## config.mk

```make
export PLATFORM = sky130hd
export DESIGN_NAME = simple_axi_lite_ram_flat
export DESIGN_NICKNAME = d
export VERILOG_FILES = /design/src/rtl/simple_axi_lite_ram_if.sv /design/src/rtl/simple_axi_lite_ram.sv /design/src/flat_wrapper.sv
export SDC_FILE = /design/constraint.sdc
export NUM_CORES = 1
export LEC_CHECK = 0
export BUFFER_PORTS_ARGS = -buffer_cell sky130_fd_sc_hd__buf_4
export CAP_MARGIN = 30
export CORE_ASPECT_RATIO = 0.7
export CORE_MARGIN = 5
export CORE_UTILIZATION = 47
export DETAILED_ROUTE_END_ITERATION = 7
export PLACE_DENSITY = 0.76
export SYNTH_ARGS = -nofsm -noshare
export SYNTH_HDL_FRONTEND = slang
export SYNTH_SLANG_ARGS = --single-unit
export TNS_END_PERCENT = 1
```

## constraint.sdc

```tcl
create_clock -name clk -period 1.9 [get_ports clk]
set_clock_uncertainty 0.1 [all_clocks]
set_input_delay 0.38 -clock clk [delete_from_list [all_inputs] [get_ports clk]]
set_output_delay 0.38 -clock clk [all_outputs]
set_load 0.005 [all_outputs]
```

## src/rtl/simple_axi_lite_ram_if.sv

```systemverilog
// AXI4-Lite bus bundle for a word-addressed slave; clock and reset travel separately.
interface simple_axi_lite_ram_if #(
    parameter int ADDR_WIDTH_BITS  = 3,
    parameter int DATA_WIDTH_BYTES = 4
);
    localparam int DATA_WIDTH_BITS = DATA_WIDTH_BYTES * 8;

    logic                        ARVALID;
    logic                        ARREADY;
    logic [ADDR_WIDTH_BITS-1:0]  ARADDR;
    logic [3:0]                  ARPROT;
    logic                        RVALID;
    logic                        RREADY;
    logic [DATA_WIDTH_BITS-1:0]  RDATA;
    logic [1:0]                  RRESP;
    logic                        AWVALID;
    logic                        AWREADY;
    logic [ADDR_WIDTH_BITS-1:0]  AWADDR;
    logic [3:0]                  AWPROT;
    logic                        WVALID;
    logic                        WREADY;
    logic [DATA_WIDTH_BITS-1:0]  WDATA;
    logic [DATA_WIDTH_BYTES-1:0] WSTRB;
    logic                        BVALID;
    logic                        BREADY;
    logic [1:0]                  BRESP;

    modport master (
        output ARVALID, ARADDR, ARPROT, RREADY,
        output AWVALID, AWADDR, AWPROT, WVALID, WDATA, WSTRB, BREADY,
        input  ARREADY, RVALID, RDATA, RRESP,
        input  AWREADY, WREADY, BVALID, BRESP
    );

    modport slave (
        input  ARVALID, ARADDR, ARPROT, RREADY,
        input  AWVALID, AWADDR, AWPROT, WVALID, WDATA, WSTRB, BREADY,
        output ARREADY, RVALID, RDATA, RRESP,
        output AWREADY, WREADY, BVALID, BRESP
    );
endinterface

```

## src/rtl/simple_axi_lite_ram.sv

```systemverilog
// AXI4-Lite word RAM: independent read/write FSMs, one outstanding transaction each,
// byte-strobe writes, SLVERR for addresses beyond NUM_SLOTS.
module simple_axi_lite_ram #(
    parameter int NUM_SLOTS        = 5,
    parameter int DATA_WIDTH_BYTES = 4
) (
    input  logic                     clk,
    input  logic                     rst,
    simple_axi_lite_ram_if.slave     s
);
    localparam int ADDR_WIDTH_BITS = $clog2(NUM_SLOTS);
    localparam int DATA_WIDTH_BITS = DATA_WIDTH_BYTES * 8;

    localparam logic [1:0] RESP_OKAY   = 2'b00;
    localparam logic [1:0] RESP_SLVERR = 2'b10;

    localparam logic [1:0] W_ADDR = 2'd0;
    localparam logic [1:0] W_DATA = 2'd1;
    localparam logic [1:0] W_RESP = 2'd2;
    localparam logic       R_ADDR = 1'b0;
    localparam logic       R_DATA = 1'b1;

    logic [DATA_WIDTH_BITS-1:0] mem_q [NUM_SLOTS];
    logic [DATA_WIDTH_BITS-1:0] mem_d [NUM_SLOTS];

    logic [1:0]                 w_state_q, w_state_d;
    logic [ADDR_WIDTH_BITS-1:0] waddr_q, waddr_d;
    logic                       awready_q, awready_d;
    logic                       wready_q, wready_d;
    logic                       bvalid_q, bvalid_d;
    logic [1:0]                 bresp_q, bresp_d;

    logic                       r_state_q, r_state_d;
    logic                       arready_q, arready_d;
    logic                       rvalid_q, rvalid_d;
    logic [DATA_WIDTH_BITS-1:0] rdata_q, rdata_d;
    logic [1:0]                 rresp_q, rresp_d;

    logic unused_prot;
    assign unused_prot = ^{s.ARPROT, s.AWPROT};

    always_comb begin
        mem_d     = mem_q;
        w_state_d = w_state_q;
        waddr_d   = waddr_q;
        awready_d = awready_q;
        wready_d  = wready_q;
        bvalid_d  = bvalid_q;
        bresp_d   = bresp_q;
        case (w_state_q)
            W_ADDR: if (s.AWVALID && awready_q) begin
                waddr_d   = s.AWADDR;
                awready_d = 1'b0;
                wready_d  = 1'b1;
                w_state_d = W_DATA;
            end
            W_DATA: if (s.WVALID && wready_q) begin
                // Out-of-range addresses match no slot, so they write nothing.
                bresp_d = RESP_SLVERR;
                for (int i = 0; i < NUM_SLOTS; i++) begin
                    if (waddr_q == ADDR_WIDTH_BITS'(i)) begin
                        bresp_d = RESP_OKAY;
                        for (int k = 0; k < DATA_WIDTH_BYTES; k++)
                            if (s.WSTRB[k]) mem_d[i][8*k +: 8] = s.WDATA[8*k +: 8];
                    end
                end
                wready_d  = 1'b0;
                bvalid_d  = 1'b1;
                w_state_d = W_RESP;
            end
            W_RESP: if (s.BREADY && bvalid_q) begin
                bvalid_d  = 1'b0;
                awready_d = 1'b1;
                w_state_d = W_ADDR;
            end
            default: w_state_d = W_ADDR;
        endcase
    end

    // Reads sample mem_q, so a same-edge write commit is not visible yet.
    always_comb begin
        r_state_d = r_state_q;
        arready_d = arready_q;
        rvalid_d  = rvalid_q;
        rdata_d   = rdata_q;
        rresp_d   = rresp_q;
        case (r_state_q)
            R_ADDR: if (s.ARVALID && arready_q) begin
                rdata_d = '0;
                rresp_d = RESP_SLVERR;
                for (int i = 0; i < NUM_SLOTS; i++) begin
                    if (s.ARADDR == ADDR_WIDTH_BITS'(i)) begin
                        rdata_d = mem_q[i];
                        rresp_d = RESP_OKAY;
                    end
                end
                rvalid_d  = 1'b1;
                arready_d = 1'b0;
                r_state_d = R_DATA;
            end
            R_DATA: if (s.RREADY && rvalid_q) begin
                rvalid_d  = 1'b0;
                arready_d = 1'b1;
                r_state_d = R_ADDR;
            end
            default: r_state_d = R_ADDR;
        endcase
    end

    always_ff @(posedge clk or negedge rst) begin
        if (!rst) begin
            for (int i = 0; i < NUM_SLOTS; i++) mem_q[i] <= '0;
            w_state_q <= W_ADDR;
            waddr_q   <= '0;
            awready_q <= 1'b1;
            wready_q  <= 1'b0;
            bvalid_q  <= 1'b0;
            bresp_q   <= RESP_OKAY;
            r_state_q <= R_ADDR;
            arready_q <= 1'b1;
            rvalid_q  <= 1'b0;
            rdata_q   <= '0;
            rresp_q   <= RESP_OKAY;
        end else begin
            mem_q     <= mem_d;
            w_state_q <= w_state_d;
            waddr_q   <= waddr_d;
            awready_q <= awready_d;
            wready_q  <= wready_d;
            bvalid_q  <= bvalid_d;
            bresp_q   <= bresp_d;
            r_state_q <= r_state_d;
            arready_q <= arready_d;
            rvalid_q  <= rvalid_d;
            rdata_q   <= rdata_d;
            rresp_q   <= rresp_d;
        end
    end

    assign s.AWREADY = awready_q;
    assign s.WREADY  = wready_q;
    assign s.BVALID  = bvalid_q;
    assign s.BRESP   = bresp_q;
    assign s.ARREADY = arready_q;
    assign s.RVALID  = rvalid_q;
    assign s.RDATA   = rdata_q;
    assign s.RRESP   = rresp_q;
endmodule

```

## src/flat_wrapper.sv

```systemverilog
// flat-port wrapper written by rule: the top's interface ports become plain ports
module simple_axi_lite_ram_flat 
#(
    parameter int NUM_SLOTS        = 5,
    parameter int DATA_WIDTH_BYTES = 4
)
  (clk, rst, s_ARVALID, s_ARADDR, s_ARPROT, s_RREADY, s_AWVALID, s_AWADDR, s_AWPROT, s_WVALID, s_WDATA, s_WSTRB, s_BREADY, s_ARREADY, s_RVALID, s_RDATA, s_RRESP, s_AWREADY, s_WREADY, s_BVALID, s_BRESP);
  simple_axi_lite_ram_if #(.ADDR_WIDTH_BITS(3), .DATA_WIDTH_BYTES(DATA_WIDTH_BYTES)) s_i ();
  input  logic clk;
  input  logic rst;
  input wire logic [$bits(s_i.ARVALID)-1:0] s_ARVALID;
  input wire logic [$bits(s_i.ARADDR)-1:0] s_ARADDR;
  input wire logic [$bits(s_i.ARPROT)-1:0] s_ARPROT;
  input wire logic [$bits(s_i.RREADY)-1:0] s_RREADY;
  input wire logic [$bits(s_i.AWVALID)-1:0] s_AWVALID;
  input wire logic [$bits(s_i.AWADDR)-1:0] s_AWADDR;
  input wire logic [$bits(s_i.AWPROT)-1:0] s_AWPROT;
  input wire logic [$bits(s_i.WVALID)-1:0] s_WVALID;
  input wire logic [$bits(s_i.WDATA)-1:0] s_WDATA;
  input wire logic [$bits(s_i.WSTRB)-1:0] s_WSTRB;
  input wire logic [$bits(s_i.BREADY)-1:0] s_BREADY;
  output wire logic [$bits(s_i.ARREADY)-1:0] s_ARREADY;
  output wire logic [$bits(s_i.RVALID)-1:0] s_RVALID;
  output wire logic [$bits(s_i.RDATA)-1:0] s_RDATA;
  output wire logic [$bits(s_i.RRESP)-1:0] s_RRESP;
  output wire logic [$bits(s_i.AWREADY)-1:0] s_AWREADY;
  output wire logic [$bits(s_i.WREADY)-1:0] s_WREADY;
  output wire logic [$bits(s_i.BVALID)-1:0] s_BVALID;
  output wire logic [$bits(s_i.BRESP)-1:0] s_BRESP;
  assign s_i.ARVALID = s_ARVALID;
  assign s_i.ARADDR = s_ARADDR;
  assign s_i.ARPROT = s_ARPROT;
  assign s_i.RREADY = s_RREADY;
  assign s_i.AWVALID = s_AWVALID;
  assign s_i.AWADDR = s_AWADDR;
  assign s_i.AWPROT = s_AWPROT;
  assign s_i.WVALID = s_WVALID;
  assign s_i.WDATA = s_WDATA;
  assign s_i.WSTRB = s_WSTRB;
  assign s_i.BREADY = s_BREADY;
  assign s_ARREADY = s_i.ARREADY;
  assign s_RVALID = s_i.RVALID;
  assign s_RDATA = s_i.RDATA;
  assign s_RRESP = s_i.RRESP;
  assign s_AWREADY = s_i.AWREADY;
  assign s_WREADY = s_i.WREADY;
  assign s_BVALID = s_i.BVALID;
  assign s_BRESP = s_i.BRESP;
  simple_axi_lite_ram #(.NUM_SLOTS(NUM_SLOTS), .DATA_WIDTH_BYTES(DATA_WIDTH_BYTES)) u_core (.clk(clk), .rst(rst), .s(s_i));
endmodule
```

==> results.sh, run 1 <==
export IMPL_status="completed"
export IMPL_rsz0062_at_grt="yes"
export IMPL_power_frac_comb=0.052
export IMPL_powerDensity_nw_per_um2=767.4
export IMPL_grt_overflow=0
export IMPL_fp_row_count=43
export IMPL_cts_max_path_buffers=3
export IMPL_cts_tree="built"
export IMPL_finalHoldViolations=0
export IMPL_synth_edf_count=0
export IMPL_ios=98
export IMPL_seq_area_um2=5135
export IMPL_clock_sinks=205
export IMPL_grt_max_degree=61
export IMPL_port_buffers=87
export IMPL_clkLatencyLatePin_ns=0.49
export IMPL_path_clk_slew_ns=0.07
export IMPL_die_y_um=128.1
export IMPL_cts_buffers=20
export IMPL_viasPerCell=5.528
export IMPL_coreArea_um2=19690
export IMPL_critPathMaxFanout=8
export IMPL_synth_flop_cell="dfrtp_1"
export IMPL_yosys_area_top_type="dfrtp_1"
export IMPL_drt_initial_drc_count=384
export IMPL_syn2layout_area_growth_pct=22.02
export IMPL_yosys_mux_area_fraction=0.2428
export IMPL_min_path_type="primary input to register"
export IMPL_drv_slew=0
export IMPL_slew_headroom=0.4760
export IMPL_placed_cells=1073
export IMPL_synth_xor_area_frac=0
export IMPL_die_w_um=178.8
export IMPL_synthCells=705
export IMPL_pwr_share_seq=0.497
export IMPL_yosys_warnings=0
export IMPL_ys_seq_area_frac=0.5478
export IMPL_ant_nets=0
export IMPL_endpoint_kind="register"
export IMPL_ys_top_cells_by_area="dfrtp_1, mux2_2, mux2_4, o21ai_0, nor4bb_1"
export IMPL_holdWs_ns=0.02511
export IMPL_post_route_drc_count=0
export IMPL_gp_congestion=0.8018
export IMPL_nFillCells=1605
export IMPL_p_leak_uw=0.005629
export IMPL_grt_pass1_wl_um=34270
export IMPL_max_clock_freq_mhz=527.9
export IMPL_p_int_uw=6856
export IMPL_tightest_slew_ns=0.7851
export IMPL_synth_cell_types=34
export IMPL_dp_hpwl_um=14190
export IMPL_multi_input_area_um2=4046
export IMPL_synth_commonest_cells="dfrtp_1, mux2_2, o21ai_0"
export IMPL_layout_drive_gt1_share=0.5072
export IMPL_power_switching_uw=1917
export IMPL_fp_dieArea_um2=22900
export IMPL_yosysMostFrequentCell="dfrtp_1"
export IMPL_cts_root_buf="clkbuf_16"
export IMPL_grt_pass1_vias=6299
export IMPL_startpoint_type="register"
export IMPL_antenna_found_initial=0
export IMPL_cp_data_required_time_ns=2.18
export IMPL_path_class="register to register"
export IMPL_crit_arrival_ns=2.17
export IMPL_final_cell_count_no_fill=1109
export IMPL_ctsHtreeMaxLevel=1
export IMPL_setup_viol=0
export IMPL_synthAdderAreaFrac=0
export IMPL_routed_wl_um=21580
export IMPL_nets=883
export IMPL_synth_top_area_frac=0.5422
export IMPL_p_sw_frac=0.2185
export IMPL_finalCriticalPeriod_ns=1.894
export IMPL_cap_violations=0
export IMPL_drt_pass1_iterations=4
export IMPL_pwr_share_clk=0.450
export IMPL_synthSimpleGateAreaFrac=0.1140
export IMPL_synthArstFlopShare=1.000
export IMPL_synth_seq_cells=205
export IMPL_synth_area_um2=9369
export IMPL_synth_compound_area_frac=0.07118
export IMPL_routedWlPerCell_um=19.46
export IMPL_synth_top_family_by_area="multiplexers"
export IMPL_start_util=0.4758
export IMPL_finalSetupTns_ns=0
export IMPL_min_period_over_period=0.9971
export IMPL_vdd_drop_max_v=0.0006519
export IMPL_vias=6131
export IMPL_gr_usage_all_layers=0.1877
export IMPL_avgSynthCellArea_um2=13.29
## placed cells by master, fill, tap and decap left out, drive strengths merged, types with 3 or more instances in the layout
master	netlist	layout
nand3b	8	8
nand4	4	4
mux2	194	194
clkinv	0	3
or2	32	32
nor4bb	33	33
a221oi	32	32
nand2	46	46
o21ai	69	69
dfrtp	203	203
nor3	12	12
or4	4	4
inv	2	3
clkbuf	33	30
buf	13	142
## what timing repair did
action / CTS / global route
hold buffers: 1 / 0
setup buffers: 0 / 0
gates resized for setup: 2 / 10
hold endpoints to repair: 32 / 0
endpoints found under the setup margin: 8 / 66
## sequential cells by signal, indices dropped and copies added (netlist names)
register,count
u_core.s.BVALID,1
u_core.s.RDATA,32
u_core.s.WREADY,1
u_core.w_state_q,2
u_core.r_state_q,1
u_core.s.ARREADY,1
u_core.s.AWREADY,1
u_core.mem_q,160
u_core.s.RVALID,1
u_core.s.BRESP,1
u_core.waddr_q,3
u_core.s.RRESP,1
## power groups by stage
| stage | clock, uW | sequential, uW | combinational [uW] |
|---|---|---|---|
| after floorplan | 0 | 4450 | 139 |
| after global placement | 0 | 4450 | 458 |
| after detailed placement | 0 | 4450 | 461 |
| after CTS | 4040 | 4360 | 464 |
| after global routing | 4230 | 4360 | 498 |
| final | 3950 | 4360 | 457 |
## metal layers
| layer | GRT usage | up-vias | share of wire |
|---|---|---|---|
| met5 | 0 | - | 0 |
| met4 | 0.04736 | 0 | 0.023 |
| met3 | 0.03508 | 33 | 0.052 |
| met2 | 0.2877 | 145 | 0.45 |
| met1 | 0.2771 | 3114 | 0.48 |
| li1 | - | 2839 | - |
## per-stage QoR
stage,total power [uW],utilization,instance area (um^2),setup slack (ns)
floorplan,4585,-,9373,0.04495
global placement,4903,0.5443,10720,-0.01323
detailed placement,4906,0.5443,10720,-0.02191
CTS,8866,0.5787,11390,0.02529
global route,9084,0.5804,11430,-0.04399
finish,8773,0.5806,11430,0.005602
## cells by family after synthesis
family          count (synthesis)
buf+inv                        48
other cells                     1
simple gates                  150
mux                           194
compound gates                107
flops                         205
## final cells by class
cell class                 count  area share
clock buffer                  29     0.05210
multi-input combinational    453      0.3539
tap                          270     0.02955
timing repair buffer         144      0.1097
clock inverter                 5    0.004706
sequential                   205      0.4492
antenna                        1   0.0002189
inverter                       2   0.0006567
## critical path: stages (launching register included)
cell and delay [ns]:
dfrtp_1 0.41, buf_4 0.16, nand4b_1 0.22, buf_4 0.21, nor3_2 0.15, buf_6 0.18
mux2_2 0.34
## worst paths after layout
kind | start | end | slack, ns | cells past startpoint
worst min register to register | u_core.s.RDATA[6] | u_core.s.RDATA[6] | 0.38 | 2
min in group asynchronous | rst | u_core.s.RDATA[28] | 0.27 | 2
max in group asynchronous | rst | u_core.s.AWREADY | 0.80 | 3
worst max register to register | u_core.waddr_q[2] | u_core.mem_q[87] | 0.006 | 6
worst max-delay path | u_core.waddr_q[2] | u_core.mem_q[87] | 0.006 | 6
worst min-delay path | s_AWADDR[0] | u_core.waddr_q[0] | 0.03 | 3
Note: power is estimated with default switching activity, not from simulation.
==> run 2, diff against run 1 <==
Settings changed: CORE_ASPECT_RATIO 0.7 to 0.5, SETUP_SLACK_MARGIN set to 0.02.
==> run 2 against run 1 <==
Effect of this change:
- global-route usage up 0.37 points
- sequential cell count unchanged
- die area up 0.55%
- critical path type unchanged
- largest power group unchanged
==> results.sh, run 2 (synthesis results as in run 1) <==
export IMPL_endpoint_kind="register"
export IMPL_vdd_drop_max_v=0.0004742
export IMPL_fp_dieArea_um2=23030
export IMPL_ant_nets=0
export IMPL_finalHoldViolations=0
export IMPL_dp_slack_ns=-0.02800
export IMPL_holdCritStartpoint="s_AWADDR[0]"
export IMPL_final_cell_mix="dfrtp_1, mux2_2, buf_4"
export IMPL_critical_path_cell_chain="nand3b_4 > or4_1 > buf_6 > mux2_4"
export IMPL_setup_viol=0
export IMPL_max_clock_freq_mhz=542.7
export IMPL_grt_pass1_wl_um=35560
export IMPL_critPathMaxFanout=8
export IMPL_final_common_cell="dfrtp_1"
export IMPL_min_period_over_period=0.9697
export IMPL_cts_root_buf="clkbuf_16"
export IMPL_start_util=0.4804
export IMPL_clock_sinks=205
export IMPL_p_leak_uw=0.005587
export IMPL_viasPerCell=5.605
export IMPL_dp_hpwl_um=14230
export IMPL_grt_pass1_vias=6494
export IMPL_powerDensity_nw_per_um2=747.5
export IMPL_vias=6177
export IMPL_fp_row_count=36
export IMPL_antenna_found_initial=0
export IMPL_critPathLaunch="u_core.waddr_q[2]"
export IMPL_layout_drive_gt1_share=0.5000
export IMPL_drt_initial_drc_count=493
export IMPL_largest_register_ff_count=160
export IMPL_routedWlPerCell_um=19.62
export IMPL_cp_data_required_time_ns=2.16
export IMPL_grt_max_degree=51
export IMPL_gp_congestion=0.8001
export IMPL_crit_arrival_ns=2.10
export IMPL_cts_buffers=20
export IMPL_top_register="u_core.mem_q"
export IMPL_routed_wl_um=21620
export IMPL_min_path_type="primary input to register"
export IMPL_nFillCells=1485
export IMPL_cts_setup_buffers=0
export IMPL_clkLatencyLatePin_ns=0.49
export IMPL_drv_slew=0
export IMPL_finalCriticalPeriod_ns=1.843
export IMPL_r2r_start="u_core.waddr_q[2]"
export IMPL_ctsHtreeMaxLevel=1
export IMPL_ios=98
export IMPL_grt_overflow=0
export IMPL_fin_util=0.5820
export IMPL_startpoint_type="register"
export IMPL_post_route_drc_count=0
export IMPL_drt_pass1_iterations=4
export IMPL_cap_violations=0
export IMPL_finalSetupTns_ns=0
export IMPL_port_buffers=87
export IMPL_cts_tree="built"
export IMPL_critPathTopFamily="simple AND/OR/NAND/NOR gates"
export IMPL_die_y_um=109.8
export IMPL_critPathMaxStageDelay_ns=0.52
export IMPL_status="completed"
export IMPL_path_class="register to register"
export IMPL_timing_final_ws_setup_ns=0.05748
export IMPL_nets=882
export IMPL_multi_input_area_um2=4044
export IMPL_critPathBufInv=1
export IMPL_slowest_stage="or4_1"
export IMPL_gr_usage_all_layers=0.1915
export IMPL_path_clk_slew_ns=0.06
export IMPL_antenna_cells=0
export IMPL_seq_area_um2=5135
export IMPL_die_w_um=209.7
export IMPL_syn2layout_area_growth_pct=21.15
export IMPL_cts_max_path_buffers=3
export IMPL_coreArea_um2=19500
==> run 2: cell count changes in the layout (fill, tap and decap cells not counted), sizes merged <==
cell    previous run  this run
diode              1         0
inv                3         2
bufinv             1         0
clkinv             3         1
clkbuf            30        33
buf              142       141
==> run 2: worst paths after layout <==
check / slack (ns) / end / cells past startpoint
worst max-delay path: 0.06 / u_core.mem_q[134] / 4
max in group asynchronous: 0.75 / u_core.mem_q[51] / 3
worst min-delay path: 0.008 / u_core.waddr_q[0] / 3
worst min register to register: 0.38 / u_core.s.RDATA[27] / 2
min in group asynchronous: 0.31 / u_core.mem_q[29] / 2
worst max register to register: 0.06 / u_core.mem_q[134] / 4
==> run 2: routing by layer <==
layer,up-vias,share of wire,GRT usage
li1,2841,-,-
met1,3179,0.44,0.2621
met2,133,0.50,0.3265
met3,24,0.049,0.03278
met4,0,0.016,0.04095
met5,-,0,0
==> run 2: power by group <==
group / total (uW) / leakage, uW / switching, uW / internal, uW
combinational: 460 / 0.00245 / 272 / 188
sequential: 4370 / 0.00285 / 0 / 4370
clock: 3660 / 0.000288 / 1560 / 2100
total: 8490 / 0.00559 / 1830 / 6660
==> run 2: worst register-to-register path, delay by kind of cell, from the launching register on <==
| kind | cells | cell delay (ns) |
|---|---|---|
| and+or+nand+nor | 2 | 0.73 |
| muxes | 1 | 0.31 |
| DFF | 1 | 0.40 |
| buffers and inverters | 1 | 0.18 |
==> run 2: area by class of cell <==
type,instances,share of cell area
clock buffers,32,0.05170
flip-flops and latches,205,0.4524
multi-input cells,453,0.3563
well taps,266,0.02932
repair buffers,143,0.1092
clock inverters,1,0.0004409
inverters,2,0.0006614
==> run 2: through the flow <==
stage               std cells  hold slack, ns  power [uW]  area [um^2]
floorplan                 706        -0.01559        4585         9373
global placement         1068          0.2703        4898        10720
detailed placement       1068          0.2782        4910        10720
CTS                      1102        0.003298        8574        11320
global route             1102         0.01233        8801        11350
finish                   1102        0.008400        8485        11350
==> run 2: what timing repair did <==
item                                   in CTS  in global routing
endpoints found under the hold margin      42                  0
hold buffers                                1                  0
setup endpoints to repair                  16                 50
gates resized for setup                     0                  7
==> run 3, diff against run 2 <==
Settings changed: CELL_PAD_IN_SITES_DETAIL_PLACEMENT set to 1, CELL_PAD_IN_SITES_GLOBAL_PLACEMENT set to 1, CORE_UTILIZATION 47 to 44, PLACE_DENSITY 0.76 to 0.83.
==> run 3 against run 2 <==
Effect of this change:
- the run now ends with negative setup slack left
- largest power group unchanged
- largest cell class unchanged
- non-clock buffer count is 1 lower
- via count is 3.3% higher
- design area is 0.41% higher
- register-to-register slack worse by 0.09 ns
- total power is 3.8% higher
==> results.sh, run 3 (synthesis results as in run 1) <==
export IMPL_vias=6379
export IMPL_grt_pass1_wl_um=42250
export IMPL_powerDensity_nw_per_um2=773.1
export IMPL_vdd_drop_max_v=0.0004678
export IMPL_syn2layout_area_growth_pct=21.65
export IMPL_port_buffers=87
export IMPL_ant_nets=0
export IMPL_crit_arrival_ns=2.23
export IMPL_r2r_slack_ns=-0.04
export IMPL_startpoint_type="register"
export IMPL_antenna_found_initial=0
export IMPL_path_clk_slew_ns=0.07
export IMPL_tightest_slew_ns=0.5733
export IMPL_violations="negative setup slack"
export IMPL_cts_tree="built"
export IMPL_grt_overflow=0
export IMPL_min_path_type="primary input to register"
export IMPL_gp_congestion=0.7914
export IMPL_gr_usage_all_layers=0.2155
export IMPL_cp_data_required_time_ns=2.20
export IMPL_post_route_drc_count=0
export IMPL_cts_max_path_buffers=3
export IMPL_min_period_over_period=1.019
export IMPL_clkLatencyLatePin_ns=0.51
export IMPL_grt_max_degree=56
export IMPL_layout_drive_gt1_share=0.5054
export IMPL_finalHoldViolations=0
export IMPL_fp_row_count=37
export IMPL_routed_wl_um=26210
export IMPL_fp_dieArea_um2=24490
export IMPL_grt_pass1_vias=7305
export IMPL_die_w_um=216.4
export IMPL_status="complete, but fails checks"
export IMPL_path_class="register to register"
export IMPL_placed_cells=1072
export IMPL_die_y_um=113.2
export IMPL_timing_final_ws_setup_ns=-0.03525
export IMPL_start_util=0.4517
export IMPL_clock_sinks=205
export IMPL_setup_viol=12
export IMPL_top_register="u_core.mem_q"
export IMPL_drt_pass1_iterations=4
export IMPL_final_common_cell="dfrtp_1"
export IMPL_ctsHtreeMaxLevel=1
export IMPL_cts_root_buf="clkbuf_16"
export IMPL_antenna_cells=0
export IMPL_drt_initial_drc_count=352
export IMPL_nets=881
export IMPL_dp_hpwl_um=16330
export IMPL_max_clock_freq_mhz=516.7
export IMPL_cts_buffers=20
export IMPL_largest_register_ff_count=160
export IMPL_coreArea_um2=20740
export IMPL_cap_violations=0
export IMPL_finalCriticalPeriod_ns=1.935
export IMPL_critPathMaxFanout=11
export IMPL_final_cell_mix="dfrtp_1, mux2_2, buf_4"
export IMPL_routedWlPerCell_um=23.66
export IMPL_finalSetupTns_ns=-0.2196
export IMPL_drv_slew=0
export IMPL_rsz0062_at_grt="yes"
export IMPL_ios=98
export IMPL_viasPerCell=5.757
export IMPL_cts_setup_buffers=0
export IMPL_p_leak_uw=0.005614
export IMPL_final_cell_count_no_fill=1108
export IMPL_slew_headroom=0.6161
export IMPL_endpoint_kind="register"
-- run 3: cell count changes in the layout (fill, tap and decap cells not counted), sizes merged --
cell,delta
clkbuf,-7
clkinv,+4
buf,-3
bufinv,+2
dlygate4sd3,+2
inv,+1
-- run 3: final cells by class --
class	count	area, um^2
fill	2071	9343
sequential	205	5137
multi-input combinational	453	4031
timing repair buffer	142	1245
clock buffer	25	529.3
tap	273	341.6
clock inverter	8	105.1
inverter	2	7.507
-- run 3: through the flow --
| step | area [um^2] | worst slack [ns] | hold WS [ns] | total power, uW | utilization |
|---|---|---|---|---|---|
| global route | 11400 | -0.06553 | 0.01850 | 9123 | 0.5495 |
| floorplan | 9373 | 0.04495 | -0.01559 | 4585 | - |
| CTS | 11370 | -0.01777 | 0.01371 | 8892 | 0.5482 |
| global placement | 10700 | -0.01812 | 0.1927 | 4900 | 0.5161 |
| finish | 11400 | -0.03525 | 0.02994 | 8812 | 0.5495 |
| detailed placement | 10700 | -0.04753 | 0.1993 | 4917 | 0.5161 |
-- run 3: final timing paths --
path / from / endpoint / cells after the start
min in group asynchronous: rst / u_core.s.RDATA[29] / 2
worst min register to register: u_core.s.RDATA[13] / u_core.s.RDATA[13] / 2
worst max-delay path: u_core.waddr_q[0] / u_core.mem_q[19] / 3
worst min-delay path: s_AWADDR[1] / u_core.waddr_q[1] / 2
worst max register to register: u_core.waddr_q[0] / u_core.mem_q[19] / 3
max in group asynchronous: rst / u_core.mem_q[74] / 3
-- run 3: critical path, stage by stage, from the launching register on --
cell and delay (ns):
dfrtp_2 0.48, and4bb_2 0.43, nand4_2 0.39, mux2_2 0.42
-- run 3: routing by layer --
layer | GRT usage | routed length, um
met1 | 0.2726 | 11410
met2 | 0.3861 | 13330
met3 | 0.03609 | 878
met4 | 0.06097 | 589
met5 | 0 | 0
-- run 3: report_power, final --
part           internal, uW  leakage, uW  switching [uW]
combinational           190      0.00245             292
clock                  2260     0.000314            1710
sequential             4360      0.00285               0
total                  6810      0.00561            2000
-- run 3: timing repair --
| item | in CTS | in global routing |
|---|---|---|
| endpoints found under the hold margin | 124 | 0 |
| gates resized for setup | 1 | 8 |
| hold buffers | 3 | 0 |
| setup endpoints to repair | 33 | 78 |
